<file path="src/rtl/hdc_pkg.sv">
// Shared hyperdimensional-computing definitions: collector FSM states,
// the default hypervector width and the default LFSR seed.
package hdc_pkg;

  typedef enum logic [1:0] {
    IDLE = 2'd0,
    FILL = 2'd1,
    WAIT = 2'd2,
    DONE = 2'd3
  } hvc_state_t;

  localparam int unsigned HV_DIM = 1024;
  localparam int unsigned LFSR_W = 16;
  localparam logic [LFSR_W-1:0] SEED = 16'b1001010010110101;

  // Index width for a count of n items, never narrower than one bit.
  function automatic int unsigned idx_w(input int unsigned n);
    return (n > 1) ? $clog2(n) : 1;
  endfunction

endpackage

</file>
<file path="src/rtl/lfsr_hv_collector.sv">
// Collects the serial LFSR bitstream into D-bit hypervectors and hands them
// out through a one-entry valid/ready output register, NUM_HV per start.
module lfsr_hv_collector
  import hdc_pkg::*;
#(
  parameter int unsigned D      = HV_DIM,
  parameter int unsigned NUM_HV = 4
) (
  input  logic                      clk,
  input  logic                      rst,
  input  logic                      start,
  input  logic                      bit_in,
  input  logic                      bit_valid,
  output logic [D-1:0]              hv_out,
  output logic                      hv_valid,
  input  logic                      hv_ready,
  output logic [idx_w(NUM_HV)-1:0]  hv_idx,
  output logic                      busy,
  output logic                      done
);

  localparam int unsigned FILL_W = $clog2(D + 1);
  localparam int unsigned GEN_W  = $clog2(NUM_HV + 1);
  localparam int unsigned IDX_W  = idx_w(NUM_HV);

  hvc_state_t        state, state_d;
  logic [D-1:0]      sr, sr_d;
  logic [FILL_W-1:0] fill_cnt, fill_d;
  logic [GEN_W-1:0]  gen_cnt, gen_d;
  logic [D-1:0]      hv_out_d;
  logic              hv_valid_d;
  logic [IDX_W-1:0]  hv_idx_d;
  logic              busy_d;
  logic              done_d;
  logic              xfer;

  // Next-state and next-register computation.
  always_comb begin
    state_d    = state;
    sr_d       = sr;
    fill_d     = fill_cnt;
    gen_d      = gen_cnt;
    hv_out_d   = hv_out;
    hv_valid_d = hv_valid;
    hv_idx_d   = hv_idx;
    done_d     = 1'b0;
    xfer       = 1'b0;

    unique case (state)
      IDLE: begin
        if (start) begin
          fill_d  = '0;
          gen_d   = '0;
          state_d = FILL;
        end
      end
      FILL: begin
        if (bit_valid) begin
          sr_d   = {sr[D-2:0], bit_in};
          fill_d = fill_cnt + FILL_W'(1);
          if (fill_cnt == FILL_W'(D - 1)) begin
            state_d = WAIT;
          end
        end
      end
      WAIT: begin
        // Bits arriving here are dropped; the LFSR cannot be paused.
        if (!hv_valid || hv_ready) begin
          xfer       = 1'b1;
          hv_out_d   = sr;
          hv_valid_d = 1'b1;
          hv_idx_d   = IDX_W'(gen_cnt);
          gen_d      = gen_cnt + GEN_W'(1);
          fill_d     = '0;
          state_d    = (gen_cnt == GEN_W'(NUM_HV - 1)) ? DONE : FILL;
        end
      end
      DONE: begin
        if (!hv_valid) begin
          done_d  = 1'b1;
          state_d = IDLE;
        end
      end
      default: state_d = IDLE;
    endcase

    // A transfer in the same cycle as acceptance keeps hv_valid high.
    if (hv_valid && hv_ready && !xfer) begin
      hv_valid_d = 1'b0;
    end

    busy_d = (state_d != IDLE);
  end

  always_ff @(posedge clk) begin
    if (rst) begin
      state    <= IDLE;
      sr       <= '0;
      fill_cnt <= '0;
      gen_cnt  <= '0;
      hv_out   <= '0;
      hv_valid <= 1'b0;
      hv_idx   <= '0;
      busy     <= 1'b0;
      done     <= 1'b0;
    end else begin
      state    <= state_d;
      sr       <= sr_d;
      fill_cnt <= fill_d;
      gen_cnt  <= gen_d;
      hv_out   <= hv_out_d;
      hv_valid <= hv_valid_d;
      hv_idx   <= hv_idx_d;
      busy     <= busy_d;
      done     <= done_d;
    end
  end

endmodule

</file>
<file path="config.mk">
export PLATFORM = sky130hd
export DESIGN_NAME = lfsr_hv_collector
export DESIGN_NICKNAME = d
export VERILOG_FILES = /design/src/rtl/hdc_pkg.sv /design/src/rtl/lfsr_hv_collector.sv
export SDC_FILE = /design/constraint.sdc
export NUM_CORES = 2
export LEC_CHECK = 0
export BUFFER_PORTS_ARGS = -buffer_cell sky130_fd_sc_hd__buf_2
export CAP_MARGIN = 20
export CORE_ASPECT_RATIO = 1.25
export CORE_MARGIN = 4
export CORE_UTILIZATION = 45
export DETAILED_ROUTE_END_ITERATION = 8
export PLACE_DENSITY = 0.71
export SLEW_MARGIN = 20
export SYNTH_ARGS = -nofsm -noshare
export SYNTH_HDL_FRONTEND = slang
export SYNTH_SLANG_ARGS = --single-unit
</file>
<file path="constraint.sdc">
create_clock -name clk -period 4.5 [get_ports clk]
set_clock_uncertainty 0.1 [all_clocks]
set_input_delay 0.675 -clock clk [delete_from_list [all_inputs] [get_ports clk]]
set_output_delay 0.675 -clock clk [all_outputs]
set_load 0.05 [all_outputs]
</file>
==> results.md <==
* Final Cell Area at 83100 um2
* Synth top area share at 58.7%
* Mapped Nets at 9010
* Share of cells above drive strength 1 at 14.6%
* Pre-CTS worst setup slack at 1670 ps
* Reg2reg end: sr[882]
* Layout area overhead at 17.8%
* Die W at 362 um
* CTS sink cnt at 2069
* Starting DRT DRC Count at 5888
* Chip Height at 451 um
* Top post-synthesis cells by area: dfxtp_1 59%, nand2_1 22%, a21oi_1 15%
* Global-route usage over all layers at 23.6%
* PD cells at 432 nW/um2
* R2R Setup Slk at 1850 ps
* Post-CTS Setup Inserts at 0
* I/O pin total at 1035
* Arr. time, crit path at 3270 ps
* Hpwl dp at 134 mm
* Relative slew margins at 43.3%
* Placed inst area at 76700 um2
* # DRC at 0
* # setup viols final at 0
* Clk_lat worst skew at 810 ps
* Final GP Congestion at 0.852
* Core area at 156000 um2
* Via density at 5.23
* Vias in the first global route at 57005
* Hold-fix buffers, CTS at 1
* WL/cell at 17.2 um
* Routed WL at 204 mm
* Mapped Area at 70600 um2
* Crit. Startpoint: state[0]
* Initial antenna violation count at 4
* Fmax at 378 MHz
* Largest net degree at the start of global routing at 179
* Worst endpoint required time at 5120 ps
* Final Core Density at 53.3%
* Worst-margin pin slew at 850 ps
* Worst hold start: bit_valid
* Hold EP: fill_cnt[1]
* Post-synthesis average cell area at 7.84 um2
* Starting Density at 45.3%
* Min-Delay Path Class: primary input to flip-flop
* CTS tree: yes
* Status: finished, final reports clean
* Synth unique cells at 38
* ANT nets after route at 0
* #FFs+latches synth at 2069
* Synth area leader: dfxtp_1
* Final worst-path cycle share at 58.8%
* Via count of the routed design at 61912
* Worst IR Drop VDD at 354 uV
* Unrepaired setup endpoints after global routing: false
* Startpoint Class: flip-flop
* TritonCTS buffer count at 190
* Final worst slack at 1850 ps
* Fraction of the yosys area taken by sequential cells at 58.7%
* Hold depth at 3
* GRT overflow at 0
* Period minus WS final at 2650 ps
* Syn Inst Count at 9001
* Port buffer count at 1034
* Most frequent cells in the layout: 4109 x nand2_1, 2069 x dfxtp_1, 2065 x a21oi_1
* Post-cts sizing count at 0
* Pre-Repair DR Iteration Count at 6
* Root Buffer: clkbuf_16
* Crit path kind: flip-flop to flip-flop
* Final hold violations at 0
* Row cnt at 162
* Pleak at 30.2 nW
* Clock transition at the registers of the reported paths at 60 ps
* R2r startpoint: state[0]
* Die area at 163000 um2
* Ys Warns at 0
* R2R cell count at 4
* First-pass GRT wire length at 313 mm
* Fin. max-slew vios at 0
* Setup TNS at 0 ps
* Crit path max fanout at 162
* Layout Nets at 9638
* CTS max path bufs at 3
* H-tree depth at 4
* Maxcap violations at 0
* Most common cell after layout, fill and taps aside: nand2_1
* Crit. End Element: flip-flop
* Final hold slack at 106 ps
stage by stage:
step                      total power (W)  cells
after global placement             0.0197  11486
after CTS                          0.0362  11833
after floorplan                    0.0195   9001
after detailed placement           0.0197  11486
after global routing               0.0370  11836
final                              0.0359  11836
sequential cells by signal, summed over array words and instances (netlist names):
name / count
busy: 1
done: 1
fill_cnt: 11
gen_cnt: 3
hv_idx: 2
hv_out: 1024
hv_valid: 1
sr: 1024
state: 2
area by class of cell:
cell class	instances	area [um2]
clock inverter	66	876
clock buffer	280	5590
fill	14479	72700
multi-input combinational	6239	26200
tap	2050	2560
antenna	3	7.51
inverter	4	15.0
sequential	2069	41400
timing repair buffer	1125	6460
worst max path at each step:
| stage | cells past startpoint | to |
|---|---|---|
| global route | 6 | hv_out[379] |
| floorplan | 8 | hv_out[885] |
| finish | 4 | sr[882] |
| CTS | 6 | hv_out[554] |
| detailed placement | 7 | hv_out[554] |
| global placement | 7 | hv_out[965] |
routing by layer:
metal / vias up / global-route usage, % / wire length [um]
li1: 30111 / - / -
met1: 29245 / 29.0 / 81700
met2: 2071 / 38.5 / 95700
met3: 483 / 4.53 / 13600
met4: 2 / 14.4 / 13100
met5: - / 0 / 13
cell families (layout without fill, tap and decap cells):
logic type               Yosys count  count (layout)  share of synthesized area [%]
flip-flops                      2069            2069                           58.7
multiplexers                       1               1                         0.0142
AND/OR/NAND/NOR                 4153            4153                           22.2
XOR/XNOR                           1               1                         0.0124
other                              0               3                              0
AO/OA/AOI/OAI                   2081            2081                           14.8
adder cells (fa/ha/maj)            3               3                         0.0532
buffers and inverters            693            1475                           4.23
cell usage after synthesis, drive strengths merged:
| library cell | instances |
|---|---|
| nand2b | 6 |
| and3b | 2 |
| nor3b | 1 |
| nor2 | 4 |
| nand2 | 4109 |
| o21bai | 1 |
| or3b | 1 |
| nor3 | 1 |
| or2 | 2 |
| nand4 | 2 |
| nand4b | 2 |
| clkbuf | 372 |
| dfxtp | 2069 |
| ha | 3 |
| or4 | 1 |
| o21ba | 1 |
| a21oi | 2066 |
| a21boi | 1 |
| o32ai | 1 |
| mux2i | 1 |
| nor4 | 1 |
| inv | 4 |
| and4 | 1 |
| nor2b | 1 |
| o21ai | 10 |
| xor2 | 1 |
| nand3b | 2 |
| or3 | 10 |
| nand3 | 4 |
| buf | 317 |
| and3 | 1 |
| o2bb2ai | 1 |
| and2 | 2 |
power by group:
part | internal, W | switching (W) | leakage, nW | total, W
Clock | 0.00955 | 0.00704 | 3.20 | 0.0166
Combinational | 0.000117 | 0.000886 | 10.3 | 0.00100
Sequential | 0.0183 | 0.00000775 | 16.7 | 0.0183
Total | 0.0280 | 0.00794 | 30.2 | 0.0359
worst max-delay path, stage by stage, from the launching register on:
cell,delay [ps]
dfxtp_1,580
and3b_4,710
buf_12,580
nand2_1,250
a21oi_1,210
Note: power is estimated with default switching activity, not from simulation.
